<file path="src/rtl/mem_arbiter.sv">
// mem_arbiter: round-robin arbiter sharing one unified memory between the CPU and the loader/debug port.
// Revision 1.0
`default_nettype none

module mem_arbiter #(
    parameter int DATA_WIDTH  = 32,
    parameter int ADDR_WIDTH  = 10,
    parameter int MEM_LATENCY = 1
) (
    input  logic                  clk,
    input  logic                  rst_n,
    input  logic                  i_cpu_req,
    input  logic                  i_cpu_we,
    input  logic [ADDR_WIDTH-1:0] i_cpu_addr,
    input  logic [DATA_WIDTH-1:0] i_cpu_wdata,
    output logic                  o_cpu_ack,
    output logic [DATA_WIDTH-1:0] o_cpu_rdata,
    input  logic                  i_ldr_req,
    input  logic                  i_ldr_we,
    input  logic [ADDR_WIDTH-1:0] i_ldr_addr,
    input  logic [DATA_WIDTH-1:0] i_ldr_wdata,
    input  logic                  i_ldr_lock,
    output logic                  o_ldr_ack,
    output logic [DATA_WIDTH-1:0] o_ldr_rdata,
    output logic [ADDR_WIDTH-1:0] o_mem_addr,
    output logic                  o_mem_we,
    output logic [DATA_WIDTH-1:0] o_mem_wdata,
    input  logic [DATA_WIDTH-1:0] i_mem_rdata,
    output logic                  o_busy,
    output logic                  o_owner
);

    localparam logic [1:0] S_IDLE   = 2'd0;
    localparam logic [1:0] S_ACCESS = 2'd1;
    localparam logic [1:0] S_WAIT   = 2'd2;
    localparam logic [1:0] S_DONE   = 2'd3;
    localparam logic [2:0] C_LAT    = 3'(MEM_LATENCY);

    logic [1:0]            r_state;
    logic [2:0]            r_cnt;
    logic                  r_owner;
    logic                  r_last_owner;
    logic                  r_lock_flag;
    logic                  r_we;
    logic [ADDR_WIDTH-1:0] r_addr;
    logic [DATA_WIDTH-1:0] r_wdata;
    logic [DATA_WIDTH-1:0] r_cpu_rdata;
    logic [DATA_WIDTH-1:0] r_ldr_rdata;
    logic                  w_any_req;
    logic                  w_grant_ldr;

    // Loader wins when alone, when it holds the lock, or when the CPU was served last.
    assign w_any_req   = i_cpu_req | i_ldr_req;
    assign w_grant_ldr = i_ldr_req & (~i_cpu_req | r_lock_flag | ~r_last_owner);

    always_ff @(posedge clk or negedge rst_n) begin
        if (!rst_n) begin
            r_state      <= S_IDLE;
            r_cnt        <= 3'd0;
            r_owner      <= 1'b0;
            r_last_owner <= 1'b1;
            r_lock_flag  <= 1'b0;
            r_we         <= 1'b0;
            r_addr       <= '0;
            r_wdata      <= '0;
            r_cpu_rdata  <= '0;
            r_ldr_rdata  <= '0;
        end else begin
            case (r_state)
                S_IDLE: begin
                    if (w_any_req) begin
                        r_owner <= w_grant_ldr;
                        r_we    <= w_grant_ldr ? i_ldr_we    : i_cpu_we;
                        r_addr  <= w_grant_ldr ? i_ldr_addr  : i_cpu_addr;
                        r_wdata <= w_grant_ldr ? i_ldr_wdata : i_cpu_wdata;
                        r_state <= S_ACCESS;
                    end
                end
                S_ACCESS: begin
                    if (r_we) begin
                        r_state <= S_DONE;
                    end else begin
                        r_cnt   <= C_LAT;
                        r_state <= S_WAIT;
                    end
                end
                S_WAIT: begin
                    if (r_cnt == 3'd1) begin
                        if (r_owner) begin
                            r_ldr_rdata <= i_mem_rdata;
                        end else begin
                            r_cpu_rdata <= i_mem_rdata;
                        end
                        r_state <= S_DONE;
                    end
                    r_cnt <= r_cnt - 3'd1;
                end
                default: begin
                    r_last_owner <= r_owner;
                    r_lock_flag  <= r_owner & i_ldr_lock;
                    r_state      <= S_IDLE;
                end
            endcase
        end
    end

    assign o_mem_addr  = r_addr;
    assign o_mem_wdata = r_wdata;
    assign o_mem_we    = (r_state == S_ACCESS) & r_we;
    assign o_cpu_ack   = (r_state == S_DONE) & ~r_owner;
    assign o_ldr_ack   = (r_state == S_DONE) & r_owner;
    assign o_cpu_rdata = r_cpu_rdata;
    assign o_ldr_rdata = r_ldr_rdata;
    assign o_busy      = (r_state != S_IDLE);
    assign o_owner     = r_owner;

endmodule

`default_nettype wire

</file>
<file path="config.mk">
export PLATFORM = sky130hd
export DESIGN_NAME = mem_arbiter
export DESIGN_NICKNAME = d
export VERILOG_FILES = /design/src/rtl/mem_arbiter.sv
export SDC_FILE = /design/constraint.sdc
export NUM_CORES = 1
export LEC_CHECK = 0
export CAP_MARGIN = 25
export CORE_ASPECT_RATIO = 1.2
export CORE_MARGIN = 2
export CORE_UTILIZATION = 45
export CTS_CLUSTER_DIAMETER = 40
export DETAILED_ROUTE_END_ITERATION = 12
export GPL_TIMING_DRIVEN = 0
export PLACE_DENSITY = 0.88
export RECOVER_POWER = 50
export SLEW_MARGIN = 20
export SYNTH_ARGS = -nofsm -noshare
export SYNTH_HDL_FRONTEND = slang
export SYNTH_SLANG_ARGS = --single-unit
</file>
<file path="constraint.sdc">
create_clock -name clk -period 4.2 [get_ports clk]
set_input_delay 1.26 -clock clk [delete_from_list [all_inputs] [get_ports clk]]
set_output_delay 1.26 -clock clk [all_outputs]
set_load 0.01 [all_outputs]
</file>
==> key figures <==
Global routing
  • First-pass GRT wire length: 24900 um
  • Vias in the first global route: 4807
  • Antenna violations before repair: 1
  • GRT Total Usage: 26.5%
  • Overflow left after global routing: 0
  • Largest net degree at the start of global routing: 65

Layout
  • Fin nets: 809
  • Share of cells above drive strength 1: 17.7%
  • Most common cell after layout, fill and taps aside: clkdlybuf4s50_1
  • Core Util, Final: 73.7%
  • Most frequent cells in the layout: clkdlybuf4s50_1, dfrtp_1, nand2_1, mux2_2, nand4_1
  • Layout area overhead: 59.5%
  • Final Cell Area: 8130 sq um

STA
  • Min Tclk post-route: 3.69 ns
  • Fmax achieved: 271 MHz
  • Fin Hold WS: 0.492 ns
  • Least-Margin Pin Slew: 2.53 ns
  • Max-slew violation count: 52
  • Tcrit/Tclk final: 87.8%
  • TNS Setup: 0 ns
  • Rel. slew slack: -68.7%
  • Final Hold Viols: 0
  • RSZ-0062 raised after global routing: no
  • Final setup vio count: 0
  • Clk_skew: 0.00623 ns

Synthesis
  • Syn Std Cell Area: 5100 sq um
  • Synth Instances: 427
  • Syn Area/Cell: 11.9 sq um
  • Yosys cell types: 29
  • Synth warn: 0
  • Post-Syn Nets: 556
  • Area share of xor/xnor cells in the synthesized design: 0%
  • Adder-cell share of the synthesized area: 1.47%
  • Synth Area in Compound Gates: 8.59%
  • Mux cell area share after synthesis: 15.0%
  • Synthesis-stage register bit count: 115
  • Main combinational cell family by area after synthesis: multiplexers
  • Post-Synth Simple-Gate Area: 13.5%
  • Post-synthesis sequential area ratio: 56.5%

Detailed routing
  • WL final: 16000 um
  • Drt drc: 0
  • DRT iter0 DRCs: 203
  • Post-route ant nets: 0
  • Average wire per standard cell: 19.4 um
  • Total vias in the final route: 4507
  • DRT Pass-1 Iters: 4
  • Via density: 5.46

Critical path
  • Critical path startpoint: r_state[1]
  • Crit path cell chain: inv_1, ha_1, buf_2, clkbuf_1, inv_1, clkdlybuf4s50_1
  • Crit path depth: 6
  • CP delay by family, top: buffers and inverters
  • Crit path max fanout: 10
  • Slowest CP cell: clkdlybuf4s50_1
  • FF-to-FF End: o_cpu_rdata[1]
  • CP endpoint: o_busy
  • Setup crit end kind: output port
  • Crit path kind: reg2out
  • CP Launch Type: flop
  • Worst path buffer plus inverter count: 5
  • Reg2Reg Depth: 5
  • Most common cell on crit path: inv_1
  • Max stage delay on crit path: 0.50 ns
  • Critical path arrival: 2.43 ns
  • Internal reg-to-reg setup slack: 1.74 ns
  • Origin of the critical flop-to-flop path: r_state[0]
  • CP Data Required Time: 2.94 ns

Floorplan
  • Die area: 12200 sq um
  • Die X: 101 um
  • Initial Util: 46.2%
  • I/O Pins: 234
  • Core Region: 11000 sq um
  • Die Height: 121 um
  • Rows: 42

Placed design
  • Detailed Place HPWL: 11800 um
  • Placer congestion estimate: 0.826
  • Port Buffer Count: 233
  • Placed inst area: 7620 sq um

CTS
  • CTS buffer count: 17
  • Clk slew on worst S/H paths: 0.05 ns
  • Hold buffer count at CTS: 0
  • Clock H-tree levels: 4
  • Longest Clk Path Bufs: 2
  • Clock sinks: 115
  • PostCTS Resize Cnt: 0
  • Clock latency on the worst-skew pair: 0.41 ns
  • Post-CTS setup buffer count: 0
  • CTS tree: built
  • Root Driver: clkbuf_16

Hold path
  • Worst Hold Class: reg2reg

Pwr
  • Internal cell power: 0.00418 W
  • Gate power share: 46.3%
  • Leakage power total: 3.34 nW
  • Clock power share: 22.0%
  • Worst VDD drop: 345 uV
  • Net Sw Frac: 33.8%
  • PD cells: 776 nW/um^2
  • Psw: 0.00213 W
  • Register share of total power: 31.7%

Status
  • Failing checks: capacitance limit, slew limit
  • Outcome: finished, violations left

Run
  • Max-Cap Viols: 1
==> per-stage QoR <==
step                setup WS (ns)  std cells  power [W]
floorplan                    1.69        427    0.00336
global placement            -2.43        792    0.00483
detailed placement          0.911        793    0.00497
CTS                         0.465        825    0.00639
global route                0.339        826    0.00667
finish                      0.510        826    0.00631
==> worst register-to-register path, stage by stage, from the launching register on <==
cell,delay (ns)
dfrtp_1,0.41
inv_1,0.10
ha_1,0.26
nor3b_1,0.62
clkbuf_1,0.53
mux2_2,0.43
==> metal layers <==
layer	vias up	global-route usage [%]	routed length (um)
li1	2045	-	-
met1	2203	29.8	6070
met2	223	46.2	8190
met3	36	9.65	1390
met4	0	8.87	375
met5	-	0	0
==> synthesized netlist by cell type <==
| cell type | instances | area, sq um |
|---|---|---|
| and2_1 | 2 | 12.5 |
| o21ai_0 | 3 | 15.0 |
| buf_2 | 7 | 35.0 |
| nand2_1 | 88 | 330 |
| nand4_1 | 43 | 269 |
| clkbuf_1 | 16 | 60.1 |
| nand3b_2 | 1 | 11.3 |
| a22o_1 | 2 | 17.5 |
| a21bo_2 | 1 | 10.0 |
| mux2_2 | 68 | 766 |
| a21oi_1 | 2 | 10.0 |
| inv_1 | 7 | 26.3 |
| o211ai_2 | 6 | 75.1 |
| dfrtp_1 | 114 | 2850 |
| nand4b_2 | 1 | 15.0 |
| nor3b_4 | 1 | 18.8 |
| clkbuf_2 | 1 | 5.00 |
| o21a_1 | 1 | 7.51 |
| nor2b_1 | 1 | 6.26 |
| nand3_1 | 1 | 5.00 |
| nand2b_4 | 1 | 13.8 |
| o21ai_2 | 1 | 8.76 |
| nor2_1 | 2 | 7.51 |
| o211ai_1 | 37 | 278 |
| a22oi_1 | 1 | 7.51 |
| buf_6 | 11 | 124 |
| o2bb2ai_1 | 1 | 8.76 |
| ha_1 | 6 | 75.1 |
| dfstp_2 | 1 | 26.3 |
==> worst min-delay path by stage <==
stage | cells past startpoint | from | endpoint
6_report | 2 | o_mem_wdata[12] | o_mem_wdata[12]
5_1_grt | 1 | o_ldr_rdata[18] | o_ldr_rdata[18]
3_5_place_dp | 2 | o_mem_wdata[12] | o_mem_wdata[12]
3_3_place_gp | 2 | o_mem_wdata[4] | o_mem_wdata[4]
2_1_floorplan | 1 | r_cnt[1] | r_cnt[1]
4_1_cts | 2 | o_mem_wdata[12] | o_mem_wdata[12]
==> flip-flops by register name, summed over array words and instances (netlist names) <==
| register | cells |
|---|---|
| o_mem_addr | 10 |
| o_ldr_rdata | 32 |
| r_state | 2 |
| o_cpu_rdata | 32 |
| o_owner | 1 |
| r_last_owner | 1 |
| r_cnt | 3 |
| o_mem_wdata | 32 |
| r_we | 1 |
| r_lock_flag | 1 |
==> layout make-up <==
class	count	area (sq um)
Clock buffer	19	433
Tap cell	132	165
Inverter	7	26.3
Timing Repair Buffer	234	2360
Buffer	35	179
Fill cell	745	2900
Antenna cell	1	2.50
Sequential cell	115	2880
Multi-Input combinational cell	270	1950
Clock inverter	13	136
==> cells by family after synthesis <==
kind of cell / Yosys count
compound gates: 55
fa+ha+maj: 6
buf+inv: 42
flops: 115
mux: 68
simple gates: 141
==> power by group through the flow <==
stage	clock [W]	combinational (W)	sequential, W
final	0.00139	0.00292	0.00200
after floorplan	0	0.00115	0.00221
after global routing	0.00147	0.00314	0.00206
after global placement	0	0.00286	0.00197
after detailed placement	0	0.00296	0.00201
after CTS	0.00140	0.00298	0.00200
Power figures use the tool's default switching activity.
